$ cat src/rtl/imem_boot_loader_if.sv
// Byte-stream input, instruction-memory write port and CPU control bundle
// for the boot loader; the host/bench side uses master, the loader uses slave.
interface imem_boot_loader_if #(
  parameter int ADDR_W = 8
);
  logic              in_valid;
  logic [7:0]        in_data;
  logic              in_ready;
  logic              reload;
  logic              mem_we;
  logic [ADDR_W-1:0] mem_addr;
  logic [31:0]       mem_wdata;
  logic              cpu_rst;
  logic              busy;
  logic              done;
  logic              err;

  modport master (
    output in_valid, in_data, reload,
    input  in_ready, mem_we, mem_addr, mem_wdata, cpu_rst, busy, done, err
  );

  modport slave (
    input  in_valid, in_data, reload,
    output in_ready, mem_we, mem_addr, mem_wdata, cpu_rst, busy, done, err
  );
endinterface

$ cat src/rtl/imem_boot_loader.sv
// Loads a big-endian image (16-bit word count, then 32-bit words) from a byte
// stream into instruction memory, holding the CPU in reset until it is complete.
module imem_boot_loader #(
  parameter int ADDR_W      = 8,
  parameter int TIMEOUT_CYC = 1000
) (
  input logic               clk,
  input logic               rst,
  imem_boot_loader_if.slave bus
);
  localparam int TO_W = (TIMEOUT_CYC > 1) ? $clog2(TIMEOUT_CYC) : 1;

  typedef enum logic [2:0] {S_LEN0, S_LEN1, S_DATA, S_RUN, S_ERR} state_t;

  state_t            r_state;
  state_t            w_next;
  logic [7:0]        r_lenHi;
  logic [15:0]       r_len;
  logic [23:0]       r_word;
  logic [1:0]        r_byteCnt;
  logic [15:0]       r_wordCnt;
  logic [TO_W-1:0]   r_toCnt;
  logic              r_memWe;
  logic [ADDR_W-1:0] r_memAddr;
  logic [31:0]       r_memWdata;
  logic              r_cpuRst;

  logic              w_inReady;
  logic              w_accept;
  logic [15:0]       w_lenFull;
  logic              w_lenTooBig;
  logic              w_dataDone;
  logic              w_timeout;
  logic              w_wordByte;
  logic              w_lastByte;

  assign w_inReady   = (r_state == S_LEN0) || (r_state == S_LEN1) || (r_state == S_DATA);
  assign w_accept    = bus.in_valid && w_inReady;
  assign w_lenFull   = {r_lenHi, bus.in_data};
  assign w_lenTooBig = {1'b0, w_lenFull} > (17'd1 << ADDR_W);
  // All words received: the cycle carrying the final mem_we, bytes here are ignored.
  assign w_dataDone  = (r_wordCnt == r_len);
  assign w_timeout   = (r_toCnt == TO_W'(TIMEOUT_CYC - 1)) && !w_accept;
  assign w_wordByte  = w_accept && (r_state == S_DATA) && !w_dataDone && !bus.reload;
  assign w_lastByte  = w_wordByte && (r_byteCnt == 2'd3);

  always_ff @(posedge clk or posedge rst) begin
    if (rst) r_state <= S_LEN0;
    else     r_state <= w_next;
  end

  always_comb begin
    w_next = r_state;
    if (bus.reload) begin
      w_next = S_LEN0;
    end else begin
      case (r_state)
        S_LEN0: if (w_accept) w_next = S_LEN1;
        S_LEN1: begin
          if (w_accept) begin
            if (w_lenFull == 16'd0) w_next = S_RUN;
            else if (w_lenTooBig)   w_next = S_ERR;
            else                    w_next = S_DATA;
          end else if (w_timeout) begin
            w_next = S_ERR;
          end
        end
        S_DATA: begin
          if (w_dataDone)     w_next = S_RUN;
          else if (w_timeout) w_next = S_ERR;
        end
        default: w_next = r_state;
      endcase
    end
  end

  always_ff @(posedge clk or posedge rst) begin
    if (rst) begin
      r_lenHi    <= '0;
      r_len      <= '0;
      r_word     <= '0;
      r_byteCnt  <= '0;
      r_wordCnt  <= '0;
      r_toCnt    <= '0;
      r_memWe    <= 1'b0;
      r_memAddr  <= '0;
      r_memWdata <= '0;
      r_cpuRst   <= 1'b1;
    end else begin
      r_memWe  <= w_lastByte;
      r_cpuRst <= (w_next != S_RUN);
      if (bus.reload) begin
        r_byteCnt <= '0;
        r_wordCnt <= '0;
        r_toCnt   <= '0;
      end else begin
        if ((r_state == S_LEN0) && w_accept) r_lenHi <= bus.in_data;
        if ((r_state == S_LEN1) && w_accept) r_len   <= w_lenFull;
        if (w_wordByte) begin
          r_word    <= {r_word[15:0], bus.in_data};
          r_byteCnt <= r_byteCnt + 2'd1;
        end
        if (w_lastByte) begin
          r_memAddr  <= r_wordCnt[ADDR_W-1:0];
          r_memWdata <= {r_word, bus.in_data};
          r_wordCnt  <= r_wordCnt + 16'd1;
        end
        if (w_accept || (w_next != r_state))
          r_toCnt <= '0;
        else if ((r_state == S_LEN1) || (r_state == S_DATA))
          r_toCnt <= r_toCnt + TO_W'(1);
      end
    end
  end

  assign bus.in_ready  = w_inReady;
  assign bus.mem_we    = r_memWe;
  assign bus.mem_addr  = r_memAddr;
  assign bus.mem_wdata = r_memWdata;
  assign bus.cpu_rst   = r_cpuRst;
  assign bus.busy      = (r_state == S_LEN1) || (r_state == S_DATA);
  assign bus.done      = (r_state == S_RUN);
  assign bus.err       = (r_state == S_ERR);
endmodule

$ cat src/flat_wrapper.sv
// flat-port wrapper written by rule: the top's interface ports become plain ports
module imem_boot_loader_flat 
#(
  parameter int ADDR_W      = 8,
  parameter int TIMEOUT_CYC = 1000
)
  (clk, rst, bus_in_valid, bus_in_data, bus_reload, bus_in_ready, bus_mem_we, bus_mem_addr, bus_mem_wdata, bus_cpu_rst, bus_busy, bus_done, bus_err);
  imem_boot_loader_if #(.ADDR_W(ADDR_W)) bus_i ();
  input logic clk;
  input logic rst;
  input wire logic [$bits(bus_i.in_valid)-1:0] bus_in_valid;
  input wire logic [$bits(bus_i.in_data)-1:0] bus_in_data;
  input wire logic [$bits(bus_i.reload)-1:0] bus_reload;
  output wire logic [$bits(bus_i.in_ready)-1:0] bus_in_ready;
  output wire logic [$bits(bus_i.mem_we)-1:0] bus_mem_we;
  output wire logic [$bits(bus_i.mem_addr)-1:0] bus_mem_addr;
  output wire logic [$bits(bus_i.mem_wdata)-1:0] bus_mem_wdata;
  output wire logic [$bits(bus_i.cpu_rst)-1:0] bus_cpu_rst;
  output wire logic [$bits(bus_i.busy)-1:0] bus_busy;
  output wire logic [$bits(bus_i.done)-1:0] bus_done;
  output wire logic [$bits(bus_i.err)-1:0] bus_err;
  assign bus_i.in_valid = bus_in_valid;
  assign bus_i.in_data = bus_in_data;
  assign bus_i.reload = bus_reload;
  assign bus_in_ready = bus_i.in_ready;
  assign bus_mem_we = bus_i.mem_we;
  assign bus_mem_addr = bus_i.mem_addr;
  assign bus_mem_wdata = bus_i.mem_wdata;
  assign bus_cpu_rst = bus_i.cpu_rst;
  assign bus_busy = bus_i.busy;
  assign bus_done = bus_i.done;
  assign bus_err = bus_i.err;
  imem_boot_loader #(.ADDR_W(ADDR_W), .TIMEOUT_CYC(TIMEOUT_CYC)) u_core (.clk(clk), .rst(rst), .bus(bus_i));
endmodule
$ cat config.mk
export PLATFORM = sky130hd
export DESIGN_NAME = imem_boot_loader_flat
export DESIGN_NICKNAME = d
export VERILOG_FILES = /design/src/rtl/imem_boot_loader_if.sv /design/src/rtl/imem_boot_loader.sv /design/src/flat_wrapper.sv
export SDC_FILE = /design/constraint.sdc
export NUM_CORES = 1
export LEC_CHECK = 0
export ABC_AREA = 1
export BUFFER_PORTS_ARGS = -buffer_cell sky130_fd_sc_hd__buf_4
export CAP_MARGIN = 40
export CORE_MARGIN = 2
export CORE_UTILIZATION = 59
export DETAILED_ROUTE_END_ITERATION = 10
export GPL_TIMING_DRIVEN = 1
export HOLD_SLACK_MARGIN = 0.03
export PLACE_DENSITY = 0.8
export SLEW_MARGIN = 20
export SYNTH_ARGS = -nofsm -noshare
export SYNTH_HDL_FRONTEND = slang
export SYNTH_SLANG_ARGS = --single-unit
$ cat constraint.sdc
create_clock -name clk -period 4.85 [get_ports clk]
set_input_delay 1.2125 -clock clk [delete_from_list [all_inputs] [get_ports clk]]
set_output_delay 1.2125 -clock clk [all_outputs]
set_load 0.01 [all_outputs]
==> run metrics <==
Slew @ Worst Pin=0.839 ns; Netlist cell types=32; WL/cell=14.9 um; Syn Std Cell Area=roughly 0.0056 mm2; share of layout cells above drive strength 1=0.150; commonest non-fill, non-tap cells in the layout=nand2_1 (197), dfrtp_1 (120), inv_1 (82), o21ai_0 (80), nor2_1 (66); HP Class=flop to flop; placed cell count=829; DR vias/cell=5.42; core area=0.00920 mm2; CP max FO=7; clk root buf=clkbuf_8; final setup fails=0; n_diodes=0; Die Wd=101 um; Post-DP Area=0.00607 mm2; Starting Density=0.606; Slew Viols, Final=0; PD cells=484 mW/mm2; cell accounting for the most synthesized area=dfrtp_1; Vias=4,668; Required @ worst endpoint=~3.6 ns; reported max-cap violation count=0; synth warn=0; register area=0.00303 mm2; first-pass detailed-route iteration total=5; Syn Inst Count=680; startpoint types=flop; Power Total=approximately 3.2 mW; area share of the largest cell type after synthesis=0.539; initial antenna violation count=0; commonest non-fill, non-tap cell in the layout=nand2_1; first-pass GRT wire length=21.6 mm; Port Buffers=57; Layout area overhead=19.4%; Mapped Nets=695; global-route usage over all layers=0.273; Die ar.=0.0102 mm2; fin crit period=between 2 and 3 ns; post-route cell area=approximately 0.0067 mm2; fmax=356 MHz; area occupied by multi-input gates=0.00208 mm2; arrival time at the worst endpoint=1.60 ns; Die Span Y=101 um; Final Skew=0.0120 ns; gp weighted congestion=0.913; unrepaired setup endpoints after global routing=no; Final Cycle Share=0.579; worst setup slack after layout=2.04 ns; Final Non-Filler Cells=roughly 860; total CTS buffers=17; maximum buffer depth of the clock tree=2; final setup TNS=0 ns; Min Hold Slack=0.472 ns; Seq/Total Area, Yosys=0.543; post-CTS setup buffer count=0; Util after Layout=0.724; Worst-path clk slew=0.06 ns; Cell Rows=35; Post-CTS Resized=0; Setup CP Type=flop to primary output; CP Capture Type=primary output; Final ANT Viol Nets=0; largest net degree at the start of global routing=62; clock latency reported for the late side of the worst-skew pair=0.53 ns; drt total wl=12.8 mm; final hold vios=0; # fillers=697; synth top area cells=dfrtp_1 (54%), nand2_1 (13%), o21ai_0 (7.2%); static leakage power=about 3.4 nW; Yosys reg bits=121; IO Count=58; final layout net count=753; CTS Hold Buffers Added=0; Slew headroom=0.439; synthesized area per cell=8.20 um2; Iter 0 DRT Violations=~290; Congestion Overflow GR=0; vias in the first global route=4,546; DP Wirelength=8.34 mm; # DRC=0; number of H-tree levels=4; dpl ws=1.61 ns; clock sink count=about 120; CTS tree=yes; Max IR drop VDD=0.272 mV; status=finished clean
-- worst max-delay path, stage by stage, from the launching register on --
cell and delay (ns):
dfrtp_1 0.45, nand2_1 0.15, nand2_1 0.12, nor2_4 0.19
buf_4 0.16
-- sequential cells by signal (all words and copies together) (netlist names) --
signal                flops
u_core.bus.mem_addr       8
u_core.bus.mem_wdata     32
u_core.r_wordCnt         16
u_core.bus.mem_we         1
u_core.r_byteCnt          2
u_core.r_lenHi            8
u_core.r_word            24
u_core.r_len             16
u_core.bus.cpu_rst        1
u_core.r_toCnt           10
u_core.r_state            3
-- path summary, 6_finish.rpt --
kind,startpoint,to,slack (ns),cells after the start
max in group asynchronous,rst,u_core.r_toCnt[2],3.11,4
min in group asynchronous,rst,u_core.bus.mem_wdata[30],0.67,2
min,u_core.r_word[16],u_core.bus.mem_wdata[24],0.47,2
max reg2reg,u_core.r_state[0],u_core.r_wordCnt[3],2.43,6
max,u_core.r_state[0],bus_busy,2.04,4
min reg2reg,u_core.r_word[16],u_core.bus.mem_wdata[24],0.47,2
-- routing by layer --
| layer | track usage | wire [um] | vias up |
|---|---|---|---|
| met3 | 0.0566 | 734 | 35 |
| li1 | - | - | 2245 |
| met1 | 0.363 | 5540 | 2227 |
| met2 | 0.437 | 6210 | 161 |
| met4 | 0.122 | 337 | 0 |
| met5 | 0 | 0 | - |
-- cell families after synthesis --
| kind of cell | share of synthesized area |
|---|---|
| buf+inv | 0.0857 |
| compound gates | 0.0931 |
| xor+xnor | 0.0283 |
| fa+ha+maj | 0.00673 |
| simple gates | 0.241 |
| mux | 0.00180 |
| flops | 0.543 |
-- power breakdown --
part	switching (mW)	internal (mW)	total, mW
clock	0.486	0.704	1.19
sequential	0.159	1.21	1.37
combinational	0.431	0.235	0.667
-- final cells by class --
type	instances	share of cell area
well taps	111	0.0209
multi-input cells	446	0.312
repair buffers	62	0.0759
clock inverters	14	0.0207
flip-flops and latches	121	0.455
clock buffers	18	0.0643
inverters	90	0.0511
-- cell usage after synthesis (all sizes together) --
cell and instances:
clkinv 1, o22ai 1, o21a 1, ha 3, xor2 17, and2 2
o31ai 4, o21ai 92, nor2 71, nor3 8, nor4 2, dfstp 1
nand2 200, nand3 28, inv 89, a21oi 3, xnor2 1, dfrtp 120
clkbuf 8, mux2i 1, buf 15, nand4 12
Power figures use the tool's default switching activity.
